### src/rtl/maxpool2_pkg.sv
// maxpool2_pkg: shared FSM states and frame-size helpers for the maxpool-2 frame sequencer.
package maxpool2_pkg;
    typedef enum logic [2:0] {IDLE, STREAM, DRAIN, FLUSH, DONE} state_e;
    function automatic int n_in(input int w, input int h);
        return w * h;
    endfunction
    function automatic int n_out(input int w, input int h);
        return (w / 2) * (h / 2);
    endfunction
    function automatic int cnt_w(input int n);
        return $clog2(n + 1);
    endfunction
endpackage

### src/rtl/maxpool2_out_fifo.sv
// maxpool2_out_fifo: first-word fall-through FIFO with occupancy; a full FIFO accepts a write only alongside a read.
module maxpool2_out_fifo #(
    parameter int W     = 17,
    parameter int DEPTH = 4
) (
    input  logic                     clk,
    input  logic                     rst,
    input  logic                     wr_en_i,
    input  logic [W-1:0]             wr_data_i,
    input  logic                     rd_en_i,
    output logic [W-1:0]             rd_data_o,
    output logic                     empty_o,
    output logic [$clog2(DEPTH):0]   count_o
);
    localparam int AW = $clog2(DEPTH);
    logic [W-1:0]  mem_q [DEPTH];
    logic [AW-1:0] wr_ptr_q, rd_ptr_q;
    logic [AW:0]   count_q;
    logic          rd, wr;
    assign empty_o   = count_q == '0;
    assign count_o   = count_q;
    assign rd        = rd_en_i & ~empty_o;
    assign wr        = wr_en_i & ((count_q != (AW+1)'(DEPTH)) | rd);
    assign rd_data_o = empty_o ? '0 : mem_q[rd_ptr_q];
    always_ff @(posedge clk or posedge rst) begin
        if (rst) begin
            wr_ptr_q <= '0;
            rd_ptr_q <= '0;
            count_q  <= '0;
        end else begin
            wr_ptr_q <= wr ? wr_ptr_q + 1'b1 : wr_ptr_q;
            rd_ptr_q <= rd ? rd_ptr_q + 1'b1 : rd_ptr_q;
            count_q  <= count_q + {{AW{1'b0}}, wr} - {{AW{1'b0}}, rd};
        end
    end
    always_ff @(posedge clk) begin
        if (wr) mem_q[wr_ptr_q] <= wr_data_i;
    end
endmodule

### src/rtl/maxpool2_frame_ctrl.sv
// maxpool2_frame_ctrl: sequences one frame into the 16-channel maxpool-2 layer and buffers pooled beats.
// Define MAXPOOL2_FRAME_CHECK_EN to build the sticky err checker.
module maxpool2_frame_ctrl
    import maxpool2_pkg::*;
#(
    parameter int WIDTH      = 11,
    parameter int HEIGHT     = 11,
    parameter int CH         = 16,
    parameter int FIFO_DEPTH = 4,
    parameter int SLACK      = 2,
    parameter int DRAIN_MAX  = 32
) (
    input  logic          clk,
    input  logic          rst,
    input  logic          start,
    input  logic          src_valid,
    input  logic [CH-1:0] src_data,
    output logic          src_ready,
    output logic          pool_valid_in,
    output logic [CH-1:0] pool_pixel,
    input  logic          pool_valid_out,
    input  logic [CH-1:0] pool_data,
    output logic          dst_valid,
    output logic [CH-1:0] dst_data,
    output logic          dst_last,
    input  logic          dst_ready,
    output logic          busy,
    output logic          frame_done,
    output logic          err
);
    localparam int NI = n_in(WIDTH, HEIGHT);
    localparam int NO = n_out(WIDTH, HEIGHT);
    localparam int IW = cnt_w(NI);
    localparam int OW = cnt_w(NO);
    localparam int DW = cnt_w(DRAIN_MAX);
    localparam int AW = $clog2(FIFO_DEPTH);
    localparam logic [AW:0] RDY_MAX = (AW+1)'(FIFO_DEPTH - SLACK);
    state_e        state_q;
    logic [IW-1:0] in_cnt_q;
    logic [OW-1:0] out_cnt_q;
    logic [DW-1:0] drain_cnt_q;
    logic          pool_valid_in_q, frame_done_q;
    logic [CH-1:0] pool_pixel_q;
    logic [AW:0]   occ;
    logic [CH:0]   head;
    logic          empty, src_hs, out_full, take;
    assign src_ready     = (state_q == STREAM) && (occ <= RDY_MAX);
    assign src_hs        = src_valid & src_ready;
    assign out_full      = out_cnt_q == OW'(NO);
    // Pooled beats are only kept while the frame is live and not yet complete.
    assign take          = pool_valid_out & ((state_q == STREAM) | (state_q == DRAIN)) & ~out_full;
    assign pool_valid_in = pool_valid_in_q;
    assign pool_pixel    = pool_pixel_q;
    assign busy          = state_q != IDLE;
    assign frame_done    = frame_done_q;
    assign dst_valid     = ~empty;
    assign dst_data      = head[CH-1:0];
    assign dst_last      = dst_valid & head[CH];
    maxpool2_out_fifo #(.W(CH + 1), .DEPTH(FIFO_DEPTH)) u_fifo (
        .clk       (clk),
        .rst       (rst),
        .wr_en_i   (take),
        .wr_data_i ({out_cnt_q == OW'(NO - 1), pool_data}),
        .rd_en_i   (dst_ready),
        .rd_data_o (head),
        .empty_o   (empty),
        .count_o   (occ)
    );
    always_ff @(posedge clk or posedge rst) begin
        if (rst) begin
            state_q         <= IDLE;
            in_cnt_q        <= '0;
            out_cnt_q       <= '0;
            drain_cnt_q     <= '0;
            pool_valid_in_q <= 1'b0;
            pool_pixel_q    <= '0;
            frame_done_q    <= 1'b0;
        end else begin
            pool_valid_in_q <= src_hs;
            if (src_hs) pool_pixel_q <= src_data;
            frame_done_q <= 1'b0;
            if (take) out_cnt_q <= out_cnt_q + 1'b1;
            case (state_q)
                IDLE: if (start) begin
                    state_q     <= STREAM;
                    in_cnt_q    <= '0;
                    out_cnt_q   <= '0;
                    drain_cnt_q <= '0;
                end
                STREAM: if (src_hs) begin
                    in_cnt_q <= in_cnt_q + 1'b1;
                    if (in_cnt_q == IW'(NI - 1)) state_q <= DRAIN;
                end
                DRAIN: begin
                    drain_cnt_q <= pool_valid_out ? '0 : drain_cnt_q + 1'b1;
                    if (out_full || drain_cnt_q == DW'(DRAIN_MAX - 1)) state_q <= FLUSH;
                end
                FLUSH: if (empty) begin
                    state_q      <= DONE;
                    frame_done_q <= 1'b1;
                end
                DONE:    state_q <= IDLE;
                default: state_q <= IDLE;
            endcase
        end
    end
`ifdef MAXPOOL2_FRAME_CHECK_EN
    logic err_q, drop, extra, timeout;
    assign drop    = take & (occ == (AW+1)'(FIFO_DEPTH)) & ~dst_ready;
    assign extra   = pool_valid_out & ~take;
    assign timeout = (state_q == DRAIN) & (drain_cnt_q == DW'(DRAIN_MAX - 1)) & ~out_full;
    assign err     = err_q;
    always_ff @(posedge clk or posedge rst) begin
        if (rst) err_q <= 1'b0;
        else     err_q <= err_q | drop | extra | timeout;
    end
`else
    assign err = 1'b0;
`endif
endmodule

### config.mk
export PLATFORM = sky130hd
export DESIGN_NAME = maxpool2_frame_ctrl
export DESIGN_NICKNAME = d
export VERILOG_FILES = /design/src/rtl/maxpool2_pkg.sv /design/src/rtl/maxpool2_out_fifo.sv /design/src/rtl/maxpool2_frame_ctrl.sv
export SDC_FILE = /design/constraint.sdc
export NUM_CORES = 1
export LEC_CHECK = 0
export ABC_CLOCK_PERIOD_IN_PS = 2600
export CORE_AREA = 8 8 106 108
export CTS_CLUSTER_SIZE = 28
export DETAILED_ROUTE_END_ITERATION = 8
export DIE_AREA = 0 0 114 116
export GPL_ROUTABILITY_DRIVEN = 0
export GPL_TIMING_DRIVEN = 0
export HOLD_SLACK_MARGIN = 0.1
export PLACE_DENSITY = 0.85
export SLEW_MARGIN = 20
export SYNTH_ARGS = -nofsm -noshare
export SYNTH_HDL_FRONTEND = slang
export SYNTH_SLANG_ARGS = --single-unit
### constraint.sdc
create_clock -name clk -period 2.6 [get_ports clk]
set_input_delay 0.39 -clock clk [delete_from_list [all_inputs] [get_ports clk]]
set_output_delay 0.39 -clock clk [all_outputs]
set_load 0.02 [all_outputs]
==> results of run 1 <==
area by class of cell:
| cell class | count | area, µm² | area share |
|---|---|---|---|
| clock inverter | 9 | 151 | 0.0232 |
| tap | 133 | 166 | 0.0255 |
| clock buffer | 23 | 468 | 0.0716 |
| buffer | 11 | 90.1 | 0.0138 |
| inverter | 18 | 67.6 | 0.0103 |
| multi-input combinational | 175 | 1590 | 0.243 |
| timing repair buffer | 84 | 808 | 0.124 |
| sequential | 114 | 3190 | 0.489 |
how the worst min path moves through the flow:
stage,to,slack [ns],cells past startpoint
4_1_cts,pool_pixel[3],0.14,2
3_3_place_gp,pool_pixel[5],0.49,1
3_5_place_dp,pool_pixel[13],0.49,1
5_1_grt,pool_pixel[0],0.16,2
2_1_floorplan,drain_cnt_q[4],0.47,1
6_report,pool_pixel[3],0.15,2
routing by layer:
metal | share of wire | global-route usage
met5 | 0 | 0
met4 | 0.0063 | 0.0497
met3 | 0.071 | 0.0599
met2 | 0.51 | 0.271
met1 | 0.41 | 0.177
power groups by stage:
stage               Sequential [mW]  Combinational (mW)  Clock, mW
finish                         2.70                2.96       2.40
global route                   2.74                3.20       2.53
CTS                            2.70                2.92       2.43
detailed placement             2.69                3.02          0
global placement               2.66                2.93          0
floorplan                      2.80                1.70          0
metrics by stage:
stage / TNS (ns) / cells / utilization
floorplan: 0 / 319 / -
global placement: -7.78 / 527 / 0.610
detailed placement: -10.11 / 528 / 0.612
CTS: 0 / 559 / 0.678
global route: -0.000559 / 567 / 0.685
finish: 0 / 567 / 0.685
registers in the layout, summed over array words and instances (netlist names):
signal and flops:
u_fifo.mem_q 68, pool_pixel 16, in_cnt_q 7, drain_cnt_q 6, out_cnt_q 5, state_q 3, u_fifo.count_o 3, u_fifo.rd_ptr_q 2
u_fifo.wr_ptr_q 2, frame_done 1, pool_valid_in 1
cells by family (layout without fill, tap and decap cells):
| group | after synthesis | in the layout | share of synthesized area |
|---|---|---|---|
| buffers and inverters | 30 | 145 | 0.0258 |
| adder cells (fa/ha/maj) | 14 | 14 | 0.0373 |
| AND/OR/NAND/NOR | 81 | 81 | 0.101 |
| flip-flops | 114 | 114 | 0.651 |
| XOR/XNOR | 9 | 9 | 0.0161 |
| multiplexers | 36 | 36 | 0.121 |
| other | 1 | 1 | 0.000765 |
| AO/OA/AOI/OAI | 34 | 34 | 0.0467 |
cell usage in the layout (no fill, tap or decap), drive strengths merged, types with 4 or more instances in the layout:
cell           count
mux4              17
edfxtp            68
xnor2              4
buf               17
inv               19
nand3             11
clkdlybuf4s50     57
ha                13
clkbuf            26
nor2              12
nand2              8
mux2              18
o21ai             17
bufinv             4
xor2               5
or3                4
and2              26
dfrtp             46
dlygate4sd2       18
worst max-delay path, cell delays in order, from the launching register on:
cell and delay (ns):
dfrtp_1 0.38, buf_12 0.13, buf_4 0.15, mux4_2 0.50, and2_1 0.16, dlygate4sd2_1 0.32
repair_timing:
item | in CTS | in global routing
buffers inserted | 0 | 8
gates resized for setup | 30 | 3
setup endpoints to repair | 18 | 10
hold buffers | 0 | 0
==> summary.txt, run 1 <==
Status
  – Run status: finished, final reports clean

Timing
  – Max-slew violation count: 0
  – Setup violators final: 0
  – Slew HR: 0.379
  – Max Freq: between 0.3 and 0.4 GHz
  – Final WS setup: between 0.07 and 0.08 ns
  – Fin Hold WS: between 0.15 and 0.2 ns
  – Tcrit/Tclk final: 0.971
  – Tmin final: 2.53 ns
  – Worst-Margin Slew: roughly 0.93 ns
  – Hold Vio Cnt, Final: 0
  – Worst Clk Skew: approximately 0.0088 ns

Synth
  – Seq cells post-synth: roughly 110
  – Post-Syn Nets: 371
  – Post-synth EDFFs: 68
  – Area contributors post-synth: edfxtp_1 42%, dfrtp_1 23%, mux4_2 7.8%
  – YS warnings: 0
  – Cell area after synthesis: 0.00490 mm²
  – Post-synthesis sequential area ratio: 0.651
  – Asr flop ratio synth: 0.404
  – Most common cell in the netlist: edfxtp_1
  – Yosys top cell by area: edfxtp_1
  – Commonest cells post-synth: 68 x edfxtp_1, 46 x dfrtp_1, 26 x and2_1
  – Yosys cell types: between 40 and 50
  – Ys flop type: edfxtp_1
  – Syn Inst Count: around 320
  – Top-area cell type share of the netlist area: 0.416
  – Synth Area per Inst: around 15 µm²

Finish
  – Number of antenna diodes: 0
  – Final Cell Area: between 0.006 and 0.007 mm²
  – Fill cell count: 676
  – Layout area overhead: 33.3%
  – Share of cells above drive strength 1: 0.210
  – Nets: ~470

Power
  – Flop pwr share: 0.335
  – Pwr/cell area: 1230 mW/mm²
  – Pleak: 2.56 nW
  – VDD IR max: slightly below 0.8 mV
  – Switching pwr: between 2 and 3 mW
  – Comb power frac: 0.367
  – Clk pwr share: 0.298
  – Power, Total: roughly 8 mW
  – Int Pwr: 5.52 mW
  – Sw frac: 0.316

Setup path
  – Reg2reg setup slack: roughly 0.19 ns
  – Reg2Reg Depth: 6
  – Crit path launch type: flop
  – Setup crit end kind: primary output
  – CP startpoint: u_fifo.rd_ptr_q[0]
  – Worst path required time: ~2.2 ns
  – Reg2reg end: u_fifo.mem_q[3][13]
  – FF-to-FF Start: out_cnt_q[1]
  – Critical path arrival: approximately 2.1 ns
  – Worst setup endpoint: dst_data[10]
  – Crit Path Max Fanout: 6
  – Critical setup path kind: flop to primary output

Route
  – Vias/cell: 5.36
  – 1st-iter DRT viols: roughly 150
  – Post-Route WL: roughly 9900 µm
  – Post-detailed-route wirelength per cell: around 17 µm
  – Via count: about 3k
  – # DRC: 0
  – Drt first pass iters: 4
  – Routed Antenna Nets: 0

Global routing
  – Grt total ovfl: 0
  – GRT Total Usage: 0.157
  – Initial antenna violation count: 0
  – Vias in the first global route: roughly 3.2k
  – Largest net degree at the start of global routing: 35
  – First-pass GRT wire length: about 16,000 µm

Place
  – PortBufs: between 70 and 80
  – Post-place setup slack: -0.171 ns
  – Area after DPL: slightly below 0.006 mm²
  – Placed wire-length estimate: 6570 µm

Floorplanning
  – Boundary Pins: 77
  – Horiz. Die Dim: 114 µm
  – Initial Util: 0.513
  – Core Area: approximately 0.0095 mm²
  – Chip height: 116 µm
  – Die area: roughly 0.013 mm²
  – FP Rows: 36

Worst hold path
  – HP Class: primary input to async pin

CTS
  – H-tree levels: 4
  – Clk buf depth: 2
  – Clk_lat worst skew: 0.50 ns
  – Clk sinks: ~110
  – CTS buffer count: 17
  – Clk root buf: clkbuf_8
  – Reg clk slew, reported paths: around 0.060 ns
  – CTS tree: done

Flow run
  – Max Cap Viol: 0
Note: power is estimated with default switching activity, not from simulation.
==> run 2, diff against run 1 <==
--- a/config.mk
+++ b/config.mk
@@ -13,7 +13,7 @@
 export GPL_ROUTABILITY_DRIVEN = 0
 export GPL_TIMING_DRIVEN = 0
 export HOLD_SLACK_MARGIN = 0.1
-export PLACE_DENSITY = 0.85
+export PLACE_DENSITY = 0.89
 export SLEW_MARGIN = 20
 export SYNTH_ARGS = -nofsm -noshare
 export SYNTH_HDL_FRONTEND = slang
==> summary.txt, run 2 (synthesis results as in run 1) <==
Status
  – Run status: finished, final reports clean

Timing
  – Worst-Margin Slew: between 0.9 and 1 ns
  – Hold Vio Cnt, Final: 0
  – Setup violators final: 0
  – Slew HR: 0.372
  – Fin Hold WS: 0.246 ns
  – Max Freq: 0.395 GHz
  – Setup TNS: 0 ns
  – Tcrit/Tclk final: 0.973
  – Worst Clk Skew: roughly 0.012 ns
  – Tmin final: around 2.5 ns
  – Max-slew violation count: 0

Setup path
  – Critical path buffer and inverter count: 3
  – Crit path top cell by count: buf_12
  – Critical path arrival: around 2.1 ns
  – CP cell instances: buf_12, buf_12, mux4_2, and2_1, dlygate4sd2_1
  – Critical setup path kind: flop to primary output
  – Crit-path slowest cell: mux4_2
  – CP startpoint: u_fifo.rd_ptr_q[0]
  – Worst path required time: 2.21 ns
  – Crit Path Max Fanout: 10
  – Max incr delay on CP: about 0.5 ns
  – Crit path launch type: flop
  – FF-to-FF Start: out_cnt_q[1]
  – Setup crit end kind: primary output
  – Delay-heaviest family, CP: buffers and inverters

Power
  – Pwr/cell area: 1250 mW/mm²
  – VDD IR max: 0.743 mV
  – Pleak: 2.54 nW

Finish
  – Nets: between 400 and 500
  – Largest register FFs: between 60 and 70
  – Layout area overhead: 33.4%
  – Commonest non-fill, non-tap cells in the layout: 68 x edfxtp_1, 57 x clkdlybuf4s50_1, 45 x dfrtp_1
  – Commonest non-fill, non-tap cell in the layout: edfxtp_1
  – Biggest register: u_fifo.mem_q
  – Share of cells above drive strength 1: 0.225
  – Number of antenna diodes: 0

CTS
  – Reg clk slew, reported paths: around 0.06 ns
  – CTS tree: done
  – Clk_lat worst skew: 0.51 ns
  – Clk sinks: roughly 110
  – Clk root buf: clkbuf_8
  – CTS buffer count: 17
  – H-tree levels: 4
  – CTS hold repair buffers: 0
  – Clk buf depth: 2

Route
  – Post-detailed-route wirelength per cell: about 18 µm
  – Vias/cell: around 5.3
  – Routed Antenna Nets: 0
  – Via count: 3,004
  – 1st-iter DRT viols: 106
  – Drt first pass iters: 4
  – # DRC: 0
  – Post-Route WL: between 10,000 and 15,000 µm

Floorplanning
  – Core Area: approximately 0.0095 mm²
  – FP Rows: 36
  – Boundary Pins: 77
  – Initial Util: 0.513
  – Chip height: 116 µm
  – Die area: roughly 0.013 mm²
  – Horiz. Die Dim: between 100 and 150 µm

Global routing
  – Initial antenna violation count: 0
  – GRT Max-Usage Layer: met2
  – Met1 Use GR: 0.183
  – Largest net degree at the start of global routing: 26
  – GRT Total Usage: 0.166
  – Met2 usage: 0.289
  – Vias in the first global route: 3,242
  – Global routing usage on met3: 0.0641
  – First-pass GRT wire length: around 17,000 µm
  – Grt total ovfl: 0

Place
  – Placed wire-length estimate: about 7000 µm
  – PortBufs: 75

Worst hold path
  – HP Class: primary input to async pin

Flow run
  – Max Cap Viol: 0
run 2: repair_timing:
action,CTS,global route
endpoints found under the setup margin,18,28
gates resized for setup,35,10
buffers inserted,0,5
run 2: worst paths after layout:
path                                            end  slack, ns  cells past startpoint
worst max-delay path                    dst_data[8]       0.07                      5
worst min register to register       pool_pixel[13]       0.50                      1
worst max register to register  u_fifo.mem_q[0][16]       0.17                      6
worst min-delay path                  pool_pixel[9]       0.25                      2
max in group asynchronous        u_fifo.rd_ptr_q[1]       1.83                      3
min in group clk                      pool_pixel[9]       0.49                      2
run 2: layer usage:
layer | share of wire | wire, µm
met2 | 0.53 | 5400
met4 | 0.0097 | 99
met5 | 0 | 0
met1 | 0.40 | 4090
met3 | 0.065 | 670
run 2: stage by stage:
stage | util | instance area (µm²) | power [mW] | setup WS (ns) | instances
global placement | 0.610 | 5820 | 5.59 | -0.132 | 527
finish | 0.685 | 6540 | 8.17 | 0.0697 | 564
detailed placement | 0.612 | 5840 | 5.72 | -0.236 | 528
floorplan | - | 4900 | 4.51 | 0.448 | 319
CTS | 0.682 | 6510 | 8.23 | 0.00118 | 559
global route | 0.685 | 6540 | 8.59 | -0.00534 | 564
run 2: final cells by class:
class,instances,area (µm²)
sequential,114,3190
fill,668,3010
multi-input combinational,175,1600
timing repair buffer,81,777
clock buffer,18,418
clock inverter,14,226
tap,133,166
buffer,11,92.6
inverter,18,67.6
run 2: where the power goes:
| group | switching, mW | total (mW) | internal [mW] | leakage (nW) |
|---|---|---|---|---|
| combinational | 1.50 | 2.94 | 1.44 | 1.04 |
| sequential | 0.285 | 2.71 | 2.43 | 1.20 |
| clock | 0.853 | 2.52 | 1.67 | 0.307 |
==> variant 1 (config.mk and constraints of run 1) <==
Build with the macro `MAXPOOL2_FRAME_CHECK_EN` defined.
--- a/src/rtl/maxpool2_frame_ctrl.sv
+++ b/src/rtl/maxpool2_frame_ctrl.sv
@@ -1,5 +1,7 @@
 // maxpool2_frame_ctrl: sequences one frame into the 16-channel maxpool-2 layer and buffers pooled beats.
 // Define MAXPOOL2_FRAME_CHECK_EN to build the sticky err checker.
+`define MAXPOOL2_FRAME_CHECK_EN
+
 module maxpool2_frame_ctrl
     import maxpool2_pkg::*;
 #(
Function: changed (a bounded check fails within 4 cycles, from zero or initial values and one cycle with rst high).
==> variant 1 against run 1 <==
Non-clock buffer count down 4. Wire length grew 2.6%. Critical path type unchanged. Power shrank 1.1%. Sequential cell count increased by 1. Count of clock-buffer cells in the layout decreased by 6. Utilization grew 0.052 points. Worst setup slack gained 30 ps. Final area is essentially flat. Clock skew is 1.6 ps higher. Global-route usage increased by 0.29 points. First-iteration DRC count fell by 24%. Largest cell class unchanged. Synthesized area rose by 0.87%.
==> variant 1: results (changes against run 1) <==
STA
  – Max-slew headroom: 67.0% (+29 points)
  – Clock skew: 10.4 ps (+1.62 ps)
  – Endpoints failing hold: 0 (unchanged)

Yosys
  – Post-synth EDFFs: 68 (unchanged)
  – Mapped Nets: 373 (+0.54%)
  – Synth cell count leaders: edfxtp_1, dfrtp_1, and2_1
  – Ys Warns: 0 (unchanged)
  – Ys async rst share: 40.9% (+0.52 points)
  – Netlist cell types: 49 (+4.3%)
  – Area contributors post-synth: edfxtp_1, dfrtp_1, mux4_2
  – Sequential area share after synthesis: 65.1% (about the same)
  – Ys flop type: edfxtp_1

Critical path
  – Worst Setup EP: dst_data[14]
  – Crit path from: u_fifo.count_o[0]$_DFF_PP0_
  – FF-to-FF Start: state_q[2]$_DFFE_PP0P_
  – CP Max Fanout: 10 (+4)
  – Reg-to-reg endpoint: u_fifo.count_o[2]$_DFF_PP0_
  – WP data arrival: 2110 ps (-30 ps)
  – Flop2flop setup slack: 220 ps (+30 ps)
  – R2R cell count: 7 (+1)
  – WS Path Type: reg -> out

Global route
  – Antenna violations before repair: 0 (unchanged)
  – First-pass GRT wire length: 16.2 mm (+1.9%)
  – Vias in the first global route: 3223 (+0.031%)
  – Largest net degree at the start of global routing: 33 (-5.7%)
  – Tot GR Track Use: 16.0% (+0.29 points)

Finish
  – Layout cells sized above 1: 22.9% (+1.9 points)
  – Max reg flops: 68 (unchanged)
  – Total inserted antenna cells: 0 (unchanged)
  – Layout Nets: 472 (-0.21%)
  – Fill count: 678 (+0.30%)
  – Most flop-heavy register: u_fifo.mem_q

Power and ir drop
  – Switching share of total power: 33.6% (+2.1 points)
  – Lkg Pwr: 0.00256 uW (+0.20%)
  – Peak VDD IR: 0.710 mV (-11%)
  – Power density cells: 1220 nW/um^2 (-1.2%)

Place
  – Hpwl dp: 6.89 mm (+4.7%)
  – Port bufs: 76 (+1.3%)
  – Post-placement cell area: 5890 sq um (+0.90%)

Clock tree
  – Clock transition at path regs: 60 ps (about the same)
  – CTS H-tree depth: 4 (unchanged)
  – Total CTS buffers: 17 (unchanged)
  – Clk_lat worst skew: 500 ps (about the same)
  – CTS Buffer Depth: 2 (unchanged)
  – CTS root buf: clkbuf_8

Route
  – Pre-antenna DRT Iters: 5 (+1)
  – Vias: 3022 (-0.56%)
  – Per-cell routed wire length: 17.9 um (+2.8%)
  – Initial drt markers: 117 (-24%)

Run status
  – Status: completed

Worst hold path
  – HP Class: in -> async
## variant 1: worst max-delay path, cell delays in order (launching register included)
cell	delay, ps
dfrtp_1	440
or3_4	460
clkbuf_2	200
and2_1	180
dlygate4sd2_1	320
## variant 1: timing repair
item / in CTS / in global routing
setup buffers: 0 / 4
hold buffers: 0 / 0
gates resized for setup: 34 / 13
endpoints found under the setup margin: 86 / 11
## variant 1: how the worst min path moves through the flow
stage	slack, ps	to	from	depth (start not counted)
after floorplan	450	drain_cnt_q[5]$_DFFE_PP0P_	drain_cnt_q[5]$_DFFE_PP0P_	1
after global placement	470	drain_cnt_q[5]$_DFFE_PP0P_	drain_cnt_q[5]$_DFFE_PP0P_	1
after detailed placement	480	drain_cnt_q[5]$_DFFE_PP0P_	drain_cnt_q[5]$_DFFE_PP0P_	1
after CTS	180	pool_pixel[7]$_DFFE_PP0P_	rst	2
after global routing	200	pool_pixel[7]$_DFFE_PP0P_	rst	2
final	190	pool_pixel[7]$_DFFE_PP0P_	rst	2
## variant 1: cell families after synthesis
| logic type | Yosys count | synth area share (%) |
|---|---|---|
| compound gates | 32 | 4.58 |
| xor+xnor | 10 | 1.77 |
| fa+ha+maj | 14 | 3.69 |
| buf+inv | 31 | 2.71 |
| flops | 115 | 65.1 |
| mux | 37 | 12.2 |
| simple gates | 82 | 9.94 |
## variant 1: cell type report
type                            count  area share [%]
Multi-Input combinational cell    175            24.8
Timing Repair Buffer               81            12.2
Tap cell                          133            2.54
Inverter                           20            1.15
Clock buffer                       17            6.33
Sequential cell                   115            49.2
Clock inverter                     15            2.39
Buffer                             10            1.42
## variant 1: stage by stage
stage	hold slack [ps]	setup slack (ps)	total power [uW]	std cells
after global placement	468	-345	5690	530
after CTS	179	3.81	7950	562
final	193	105	7970	566
after detailed placement	482	-441	5800	531
after global routing	203	19.9	8410	566
after floorplan	446	465	4620	321
## variant 1: per-layer routing
layer  part of all wire [%]  track usage, %  routed length (um)
met4                   0.93            5.41                  94
met3                    5.8            5.58                 589
met1                     42            18.3                4300
met2                     51            27.5                5150
met5                      0               0                   0
## variant 1: power by group through the flow
stage          Sequential, uW  Combinational, uW  Clock (uW)
2_1_floorplan            2810               1810           0
3_3_place_gp             2670               3020           0
3_5_place_dp             2710               3090           0
4_1_cts                  2720               2990        2240
5_1_grt                  2770               3320        2320
6_report                 2720               3050        2200
==> variant 2 (config.mk and constraints of run 1) <==
Made on the original files. Compare `drain_cnt_q` against `DW'(DRAIN_MAX - 1)` with >= in place of ==.
--- a/src/rtl/maxpool2_frame_ctrl.sv
+++ b/src/rtl/maxpool2_frame_ctrl.sv
@@ -93,7 +93,7 @@
                 end
                 DRAIN: begin
                     drain_cnt_q <= pool_valid_out ? '0 : drain_cnt_q + 1'b1;
-                    if (out_full || drain_cnt_q == DW'(DRAIN_MAX - 1)) state_q <= FLUSH;
+                    if (out_full || drain_cnt_q >= DW'(DRAIN_MAX - 1)) state_q <= FLUSH;
                 end
                 FLUSH: if (empty) begin
                     state_q      <= DONE;
Behaviour: same outputs for any inputs over 10 cycles, from zero or initial values and one cycle with rst high; that may be too few to reach the edited logic, so the function may still have changed.
==> variant 2 against run 1 <==
Die area is the same. Synthesized area fell by 0.54%. Final area hardly changed. Sequential cell count unchanged. Power shrank 1.3%. Maximum frequency grew 0.23%. First-iteration DRC count is 17% higher. Worst setup slack improved by 5.8 ps. Synthesized cell count grew 10%. Count of clock-buffer cells in the layout shrank 6. Critical endpoint is now dst_data[9]. Worst hold slack gained 2.2 ps. Wire length is 2.1% higher. Clock skew about the same.
==> variant 2: results (changes against run 1) <==
Run status
  – Status: completed

Finish
  – Seq/total area: 48.8% (about the same)
  – Fill count: 647 (-4.3%)
  – Layout cells sized above 1: 16.6% (-4.3 points)
  – Final clock-cell share: 9.89% (+0.41 points)
  – Layout Nets: 502 (+6.1%)
  – Non-clk bufs: 92 (-3.2%)
  – Area of the multi-input gates: 1560 sq um (-2.3%)
  – Non-clk buf share: 13.9% (+0.20 points)
  – Fin util: 68.5% (about the same)

STA
  – WHS: 153 ps (+2.21 ps)
  – Max-slew headroom: 59.5% (+22 points)
  – Clock skew: 9.10 ps (+0.292 ps)

Route
  – Per-cell routed wire length: 16.9 um (-2.9%)
  – Routed Wire Length: 10.1 mm (+2.1%)
  – DR WL met2: 5.02 mm (-1.3%)
  – Vias per cell: 5.18 (-3.4%)
  – M1 WL: 4.19 mm (+4.0%)
  – Metal3 WL: 734 um (+4.0%)
  – Initial drt markers: 180 (+17%)

Clock tree
  – Post-CTS setup buffer count: 1 (+1)
  – Clk_lat worst skew: 520 ps (+20 ps)
  – Post-CTS resize count: 32 (+6.7%)

Yosys
  – Mapped Area: 4880 sq um (-0.54%)
  – XOR/XNOR share of the synthesized area: 1.98% (+0.37 points)
  – Netlist cell types: 45 (-4.3%)
  – Compound-Gate Fraction of Synth Area: 4.59% (-0.077 points)
  – Mapped Nets: 404 (+8.9%)
  – Adder-cell share of the synthesized area: 3.75% (+0.020 points)
  – Syn Area/Cell: 13.9 sq um (-9.9%)
  – Sequential area share after synthesis: 65.5% (+0.35 points)
  – Synth cell count leaders: edfxtp_1, nand2_1, dfrtp_1

Place
  – Post-placement cell area: 5810 sq um (-0.45%)
  – Placed Cells: 561 (+6.3%)
  – Place WS: -88.7 ps (+82.5 ps)
  – Hpwl dp: 6.64 mm (+1.0%)

Power and ir drop
  – Power density cells: 1220 nW/um^2 (-1.3%)
  – Comb. pwr: 2800 uW (-5%)
  – Peak VDD IR: 0.867 mV (+9.2%)
  – Lkg Pwr: 0.00261 uW (+2.2%)

Global route
  – Largest net degree at the start of global routing: 34 (-2.9%)
  – GR Util met1: 18.3% (+0.63 points)
  – First-pass GRT wire length: 16.8 mm (+5.7%)
  – Vias in the first global route: 3325 (+3.2%)
  – M2 GR Usage: 28.6% (+1.5 points)

Critical path
  – Reg-to-reg endpoint: u_fifo.mem_q[1][4]$_DFFE_PP_
  – Flop2flop setup slack: 340 ps (+150 ps)
[variant 2: changes by cell type in the layout (fill, tap and decap cells not counted), sizes merged, moves of 5 or more]
cell and delta:
clkbuf -5, clkdlybuf4s15 +5, dlygate4sd2 -6, mux2 -18, nand2 +49
[variant 2: worst max-delay path by stage]
stage,cells after the start,to,slack [ps],from
6_report,5,dst_data[9],80,u_fifo.rd_ptr_q[0]$_DFFE_PP0N_
5_1_grt,5,dst_data[9],10,u_fifo.rd_ptr_q[0]$_DFFE_PP0N_
4_1_cts,5,dst_data[9],0.6,u_fifo.rd_ptr_q[0]$_DFFE_PP0N_
3_5_place_dp,4,u_fifo.mem_q[0][15]$_DFFE_PP_,-90,pool_valid_out
3_3_place_gp,4,u_fifo.mem_q[0][15]$_DFFE_PP_,-80,pool_valid_out
2_1_floorplan,6,u_fifo.mem_q[0][0]$_DFFE_PP_,540,out_cnt_q[1]$_DFF_PP0_
